### config.mk
export PLATFORM = sky130hd
export DESIGN_NAME = instruction_fetch_unit_flat
export DESIGN_NICKNAME = d
export VERILOG_FILES = /design/src/rtl/instruction_fetch_unit_if.sv /design/src/rtl/instruction_fetch_unit.sv /design/src/flat_wrapper.sv
export SDC_FILE = /design/constraint.sdc
export NUM_CORES = 1
export LEC_CHECK = 0
export CAP_MARGIN = 20
export CORE_MARGIN = 1
export CORE_UTILIZATION = 48
export CTS_CLUSTER_DIAMETER = 150
export DETAILED_ROUTE_END_ITERATION = 10
export PLACE_DENSITY = 0.83
export SETUP_SLACK_MARGIN = 0.2
export SLEW_MARGIN = 30
export SYNTH_ARGS = -nofsm -noshare
export SYNTH_HDL_FRONTEND = slang
export SYNTH_SLANG_ARGS = --single-unit
### constraint.sdc
create_clock -name clk -period 4.6 [get_ports clk]
set_clock_uncertainty 0.15 [all_clocks]
set_input_delay 0.46 -clock clk [delete_from_list [all_inputs] [get_ports clk]]
set_output_delay 0.46 -clock clk [all_outputs]
set_load 0.1 [all_outputs]
### src/rtl/instruction_fetch_unit_if.sv
// Fetch unit bus bundle: imem req/ready fetch port, IR load port, decode/execute control.
// master = fetch unit side, slave = memory/pipeline side.
interface instruction_fetch_unit_if;
   logic        stall;
   logic        redirect;
   logic [31:0] redirect_pc;
   logic        imem_req;
   logic [31:0] imem_addr;
   logic        imem_ready;
   logic [31:0] imem_rdata;
   logic        ir_load;
   logic [31:0] ir_instruction;
   logic [31:0] ir_pc;

   modport master (
      input  stall, redirect, redirect_pc,
      input  imem_ready, imem_rdata,
      output imem_req, imem_addr,
      output ir_load, ir_instruction, ir_pc
   );

   modport slave (
      output stall, redirect, redirect_pc,
      output imem_ready, imem_rdata,
      input  imem_req, imem_addr,
      input  ir_load, ir_instruction, ir_pc
   );
endinterface

### src/rtl/instruction_fetch_unit.sv
// Instruction fetch unit: PC, imem req/ready fetch, prefetch FIFO feeding the IR.
// FETCH_ALIGN_CHECK_EN adds a sticky misaligned-redirect output flag.
module instruction_fetch_unit #(
   parameter logic [31:0] RESET_PC   = 32'h0000_0000,
   parameter int unsigned PC_STEP    = 4,
   parameter int unsigned FIFO_DEPTH = 2
) (
   input  logic clk,
   input  logic reset,
`ifdef FETCH_ALIGN_CHECK_EN
   output logic misaligned,
`endif
   instruction_fetch_unit_if.master bus
);
   localparam int AW = $clog2(FIFO_DEPTH);
   localparam logic [0:0]  S_FETCH = 1'b0;
   localparam logic [0:0]  S_DROP  = 1'b1;
   localparam logic [AW:0] DEPTH   = FIFO_DEPTH[AW:0];
   localparam logic [31:0] STEP    = PC_STEP[31:0];

   logic [0:0]    r_state;
   logic [31:0]   r_pc;
   logic [31:0]   r_target;
   logic          r_req;
   logic [AW:0]   r_count;
   logic [AW-1:0] r_rd_ptr;
   logic [AW-1:0] r_wr_ptr;
   logic [31:0]   r_fifo_pc  [FIFO_DEPTH];
   logic [31:0]   r_fifo_ins [FIFO_DEPTH];
   logic          r_ir_load;
   logic [31:0]   r_ir_instr;
   logic [31:0]   r_ir_pc;

   logic          w_xfer;
   logic          w_push;
   logic          w_pop;
   logic [AW:0]   w_count_nxt;
   logic [31:0]   w_target;

   assign w_xfer   = r_req & bus.imem_ready;
   assign w_push   = w_xfer & (r_state == S_FETCH) & ~bus.redirect;
   assign w_pop    = (r_count != '0) & ~bus.stall & ~bus.redirect;
   assign w_target = bus.redirect_pc & 32'hFFFF_FFFC;

   always_comb begin
      w_count_nxt = r_count;
      if (w_push && !w_pop)
         w_count_nxt = r_count + 1'b1;
      else if (!w_push && w_pop)
         w_count_nxt = r_count - 1'b1;
   end

   // Request is only raised when the FIFO will still have room at the next edge.
   always_ff @(posedge clk or negedge reset) begin
      if (!reset) begin
         r_state  <= S_FETCH;
         r_pc     <= RESET_PC;
         r_target <= RESET_PC;
         r_req    <= 1'b0;
      end else if (bus.redirect) begin
         r_target <= w_target;
         if (r_req && !bus.imem_ready) begin
            r_state <= S_DROP;
         end else begin
            r_state <= S_FETCH;
            r_pc    <= w_target;
            r_req   <= 1'b1;
         end
      end else if (r_state == S_DROP) begin
         if (w_xfer) begin
            r_state <= S_FETCH;
            r_pc    <= r_target;
            r_req   <= 1'b1;
         end
      end else begin
         if (w_xfer)
            r_pc <= r_pc + STEP;
         r_req <= (w_count_nxt < DEPTH);
      end
   end

   always_ff @(posedge clk) begin
      if (w_push) begin
         r_fifo_pc[r_wr_ptr]  <= r_pc;
         r_fifo_ins[r_wr_ptr] <= bus.imem_rdata;
      end
   end

   always_ff @(posedge clk or negedge reset) begin
      if (!reset) begin
         r_count    <= '0;
         r_rd_ptr   <= '0;
         r_wr_ptr   <= '0;
         r_ir_load  <= 1'b0;
         r_ir_instr <= 32'h0;
         r_ir_pc    <= 32'h0;
      end else if (bus.redirect) begin
         r_count   <= '0;
         r_rd_ptr  <= '0;
         r_wr_ptr  <= '0;
         r_ir_load <= 1'b0;
      end else begin
         r_count   <= w_count_nxt;
         r_ir_load <= w_pop;
         if (w_push)
            r_wr_ptr <= r_wr_ptr + 1'b1;
         if (w_pop) begin
            r_rd_ptr   <= r_rd_ptr + 1'b1;
            r_ir_instr <= r_fifo_ins[r_rd_ptr];
            r_ir_pc    <= r_fifo_pc[r_rd_ptr];
         end
      end
   end

`ifdef FETCH_ALIGN_CHECK_EN
   always_ff @(posedge clk or negedge reset) begin
      if (!reset)
         misaligned <= 1'b0;
      else if (bus.redirect && (bus.redirect_pc[1:0] != 2'b00))
         misaligned <= 1'b1;
   end
`endif

   assign bus.imem_req       = r_req;
   assign bus.imem_addr      = r_pc;
   assign bus.ir_load        = r_ir_load;
   assign bus.ir_instruction = r_ir_instr;
   assign bus.ir_pc          = r_ir_pc;
endmodule

### src/flat_wrapper.sv
// flat-port wrapper written by rule: the top's interface ports become plain ports
module instruction_fetch_unit_flat 
#(
   parameter logic [31:0] RESET_PC   = 32'h0000_0000,
   parameter int unsigned PC_STEP    = 4,
   parameter int unsigned FIFO_DEPTH = 2
)
  (clk, reset, bus_stall, bus_redirect, bus_redirect_pc, bus_imem_ready, bus_imem_rdata, bus_imem_req, bus_imem_addr, bus_ir_load, bus_ir_instruction, bus_ir_pc);
  instruction_fetch_unit_if bus_i ();
  input  logic clk;
  input  logic reset;
  input wire logic [$bits(bus_i.stall)-1:0] bus_stall;
  input wire logic [$bits(bus_i.redirect)-1:0] bus_redirect;
  input wire logic [$bits(bus_i.redirect_pc)-1:0] bus_redirect_pc;
  input wire logic [$bits(bus_i.imem_ready)-1:0] bus_imem_ready;
  input wire logic [$bits(bus_i.imem_rdata)-1:0] bus_imem_rdata;
  output wire logic [$bits(bus_i.imem_req)-1:0] bus_imem_req;
  output wire logic [$bits(bus_i.imem_addr)-1:0] bus_imem_addr;
  output wire logic [$bits(bus_i.ir_load)-1:0] bus_ir_load;
  output wire logic [$bits(bus_i.ir_instruction)-1:0] bus_ir_instruction;
  output wire logic [$bits(bus_i.ir_pc)-1:0] bus_ir_pc;
  assign bus_i.stall = bus_stall;
  assign bus_i.redirect = bus_redirect;
  assign bus_i.redirect_pc = bus_redirect_pc;
  assign bus_i.imem_ready = bus_imem_ready;
  assign bus_i.imem_rdata = bus_imem_rdata;
  assign bus_imem_req = bus_i.imem_req;
  assign bus_imem_addr = bus_i.imem_addr;
  assign bus_ir_load = bus_i.ir_load;
  assign bus_ir_instruction = bus_i.ir_instruction;
  assign bus_ir_pc = bus_i.ir_pc;
  instruction_fetch_unit #(.RESET_PC(RESET_PC), .PC_STEP(PC_STEP), .FIFO_DEPTH(FIFO_DEPTH)) u_core (.clk(clk), .reset(reset), .bus(bus_i));
endmodule
## After elaboration in Yosys (flattened, before gate mapping)

Memories as Yosys holds them, arrays and structs flattened. A register that Yosys moved wholly into a read port is not among the register bits.
Index checks and enable logic that the tools add are counted.
Widths: inputs -> output; s select.

- Add/sub/neg operators: 5
- $mul: 0
- Div/mod/pow operators: 0
- $lt $le $gt $ge: 1
- Equal/unequal tests: 2
- Shifts and indexed selects: 0
- Mux-type cells: 23
- Bitwise gates (word level): 8
- Reductions and logical operators: 15

Operators with widths:

| kind | number |
|---|---|
| $mux 32 | 5 |
| $add 32x3->32 const B | 1 |
| $mux 1 | 15 |
| $reduce_bool 2->1 | 4 |
| $mux 2 | 3 |
| $reduce_and 2->1 | 3 |
| $and 1x1->1 | 5 |
| $logic_not 1->1 | 5 |
| $logic_and 1x1->1 | 3 |
| $ne 3x3->1 const B | 1 |
| $not 1->1 | 3 |
| $add 1x1->1 const B | 2 |
| $add 2x1->2 const B | 1 |
| $lt 2x2->1 const B | 1 |
| $ne 2x2->1 const B | 1 |
| $sub 2x1->2 const B | 1 |

- Register bits: 69
- Bits in latches: 0
- RAM bits: 128
- ROM bits: 0
- Input port bits: 69
- Output and inout port bits: 98
- Logic and storage cells: 64
- Memories: 2

Memory list:

| memory | words | bits a word | rd ports | clocked after memory_dff | write ports | RTL line | text |
|---|---|---|---|---|---|---|---|
| u_core.r_fifo_ins | 2 | 32 | 1 | 1 | 1 | instruction_fetch_unit.sv:29 | `logic [31:0] r_fifo_ins [FIFO_DEPTH];` |
| u_core.r_fifo_pc | 2 | 32 | 1 | 1 | 1 | instruction_fetch_unit.sv:28 | `logic [31:0] r_fifo_pc [FIFO_DEPTH];` |

## Depth between registers and ports, before layout

- Depth in word-level cells: 10
- Mapped depth: 8
- Gate-level depth less buffers: 6

## Worst setup path after synthesis

No wires, ideal clock.

- Path kind: register to register
- From: reg u_core.r_req, in the netlist u_core.bus.imem_req
- To: mem u_core.r_fifo_ins[0][0] (enable)
- Setup time: 0.482 ns
- Data arrival time: 4.063 ns
- Data required time: 3.968 ns
- Slack: -0.096 ns
- Stages on the path, launching flop included: 4
- Buffers on the path: 1
- Clock period less this slack: 4.696 ns
- Cells stage by stage: dfrtp_1 > buf_2 > nand3_1 > nor2_1

- Cells in the longest elaborated chain, start to end: 5

Ends and longest elaborated chain:

| item | RTL line | text |
|---|---|---|
| start: declaration | instruction_fetch_unit.sv:24 | `logic r_req;` |
| start signal: assignment | instruction_fetch_unit.sv:78 | `r_req <= (w_count_nxt < DEPTH);` |
| $and 1x1->1 | instruction_fetch_unit.sv:40 | `assign w_xfer = r_req & bus.imem_ready;` |
| $and 1x1->1 (2 in series) | instruction_fetch_unit.sv:41 | `assign w_push = w_xfer & (r_state == S_FETCH) & ~bus.redirect;` |
| $mux 1 | instruction_fetch_unit.sv:83 | `if (w_push) begin` |
| $mux 1 (not written as such) | instruction_fetch_unit.sv:85 | `r_fifo_ins[r_wr_ptr] <= bus.imem_rdata;` |
| end: declaration | instruction_fetch_unit.sv:29 |  |

No other way between the ends.

## Worst setup path in the final report

- From: reg u_core.r_req, in the netlist u_core.bus.imem_req
- To: out bus_imem_req

RTL lines:

| item | RTL line | text |
|---|---|---|
| end: declaration | flat_wrapper.sv:17 | `output wire logic [$bits(bus_i.imem_req)-1:0] bus_imem_req;` |

No word-level cell between the ends.

==> flow_summary.toml <==
[status]
outcome = "completed"

[sta]
layout_setup_ws_ns = 1.51
drv_slew = 0
fin_tns_setup_ns = 0
hold_viol = 0
min_period_over_period = 0.673
max_clock_freq_mhz = 323
finalSetupViolCount = 0
rsz0062_at_grt = "false"
max_slew_margin = 0.307
finalCriticalPeriod_ns = 3.09
worst_pin_slew_ns = 1.04

[floorplan]
io_pins = 167
initial_core_util = 0.492
core_area_sq_um = 21200
die_h_microns = 149
fp-row-count = 53
die_area_sq_um = 22300
die_x_microns = 149

[clocking]
cts_max_path_buffers = 3
clock_sinks = 253
cts_tree = "yes"
clk_pin_slew_ns = 0.06
h-tree-depth = 1
cts_made_buffers = 26
root_buffer = "clkbuf_16"
worstSkewPairLatency_ns = 0.52

[global_route]
grt_max_degree = 126
grt_antenna_before_repair = 1
grt_pass1_vias = 6834
grt_pass1_wl_microns = 35600
grt_usage = 0.205
grt_overflow = 0

[logic_synthesis]
yosysMostFrequentCell = "dfrtp_1"
ys_types = 61
synthCells = 810
synth_edf_count = 124
synth_area_sq_um = 10400
synth_top_area_share = 0.358
synth-seq-area-share = 0.668
syn_area_per_cell_sq_um = 12.9
synth-main-ff-cell = "dfrtp_1"
synth_top_cell_by_area = "edfxtp_1"
ys_async_sr_fraction = 0.510
synth_common_cells = "129 x dfrtp_1, 124 x edfxtp_1, 103 x nor2_1"
synthTopCellsByArea = "edfxtp_1 36%, dfrtp_1 31%, mux2i_1 6.7%"
synth-seq-cells = 253
yosys_warnings = 0

[critical_path]
cp_max_fo = 15
cp-start-kind = "flop"
required_ns = 3.99
cp_top_family = "buffers and inverters"
path_cells = "clkdlybuf4s50_1"
cp_slowest_cell = "clkdlybuf4s50_1"
critPathBufInv = 1
end_kind = "output pin"
critPathKind = "flop to output pin"
cp.arrival_ns = 2.48
cpPeakStageDelay_ns = 1.25

[layout]
num_antenna_cells = 0
area_growth_pct = 25.9
n_fill_cell = 1632
drive_above_1_share = 0.101
nets = 1028
fin_util = 0.619

[detailed_routing]
wirelength_microns = 22800
firstDrtPassIters = 7
drc = 0
wl_per_cell_microns = 18.2
drt_iter0_markers = 431
vias_per_cell = 5.52
ant_nets = 0
vias = 6913

[worst_hold_path]
worstHoldPathType = "primary input to flop"

[placement]
place_hpwl_microns = 14000
place_ws_ns = 1.69
portBuffers = 160
gp_congestion = 0.807

[run]
maxCapViolations = 0
final timing paths:
| kind | slack, ns | from | depth (start not counted) | to |
|---|---|---|---|---|
| worst max-delay path | 1.51 | u_core.bus.imem_req$_DFFE_PN0P_ | 1 | bus_imem_req |
| worst min-delay path | 0.20 | bus_redirect | 2 | u_core.r_count[1]$_DFF_PN0_ |
| worst max register to register | 2.05 | u_core.bus.imem_req$_DFFE_PN0P_ | 3 | u_core.r_fifo_ins[1][11]$_DFFE_PP_ |
| worst min register to register | 0.36 | u_core.r_target[16]$_DFFE_PN0P_ | 1 | u_core.r_target[16]$_DFFE_PN0P_ |
| max in group asynchronous | 2.77 | reset | 4 | u_core.r_rd_ptr$_DFFE_PN0P_ |
| min in group asynchronous | 0.25 | reset | 2 | u_core.bus.ir_instruction[22]$_DFFE_PN0P_ |
sequential cells by signal, summed over array words and instances (netlist names), 2 cells and up:
register and flops:
u_core.bus.ir_pc 30, u_core.r_count 2, u_core.r_target 30, u_core.bus.imem_addr 30, u_core.bus.ir_instruction 32, u_core.r_fifo_ins 64
u_core.r_fifo_pc 60
per-stage QoR:
step	hold slack [ns]	instances	area, sq um
2_1_floorplan	0.0144	813	10400
3_3_place_gp	0.339	1201	12200
3_5_place_dp	0.346	1202	12200
4_1_cts	0.175	1251	13100
5_1_grt	0.214	1252	13100
6_report	0.201	1252	13100
routing by layer:
| layer | GRT usage | vias to the layer above | wire length, microns |
|---|---|---|---|
| li1 | - | 3257 | - |
| met1 | 0.272 | 3364 | 9650 |
| met2 | 0.341 | 258 | 11000 |
| met3 | 0.0462 | 32 | 1730 |
| met4 | 0.0566 | 2 | 365 |
| met5 | 0 | - | 9 |
cell families (layout without fill, tap and decap cells):
kind of cell               count (synthesis)  in the layout  synth area share
other                                      1              4          0.000360
AOI/OAI and AO/OA                        187            187             0.109
and+or+nand+nor                          194            194            0.0871
muxes                                     93             93            0.0922
xor gates and xnor gates                   7              7           0.00589
DFF                                      253            253             0.668
buffers and inverters                     73            237            0.0357
adders and majority gates                  2              2           0.00240
layout make-up:
cell class / count / area, sq um / share of cell area
sequential: 253 / 6960 / 0.531
multi-input combinational: 487 / 3140 / 0.240
timing repair buffer: 172 / 1720 / 0.131
clock buffer: 36 / 749 / 0.0572
tap: 275 / 344 / 0.0263
clock inverter: 12 / 128 / 0.00974
inverter: 17 / 63.8 / 0.00487
cell usage in the layout (no fill, tap or decap), types with 6 or more instances in the layout:
| cell | instances |
|---|---|
| xnor2_1 | 6 |
| o21ai_0 | 28 |
| o22ai_1 | 13 |
| nand2_1 | 39 |
| buf_4 | 8 |
| clkdlybuf4s50_1 | 153 |
| dfrtp_1 | 128 |
| a31oi_1 | 11 |
| mux2_2 | 23 |
| buf_2 | 6 |
| nand3_1 | 14 |
| inv_1 | 16 |
| mux2i_1 | 69 |
| clkbuf_16 | 27 |
| clkinv_1 | 6 |
| a21oi_1 | 88 |
| nor2_1 | 101 |
| o221ai_1 | 7 |
| edfxtp_1 | 124 |
what timing repair did:
item / in CTS / in global routing
hold buffers: 1 / 0
hold endpoints to repair: 86 / 0
buffers inserted: 0 / 0
gates resized for setup: 0 / 0
setup endpoints to repair: 0 / 0
Power is not shown: default switching activity piles up to over one toggle a cycle in this logic, so the estimate is an artifact.
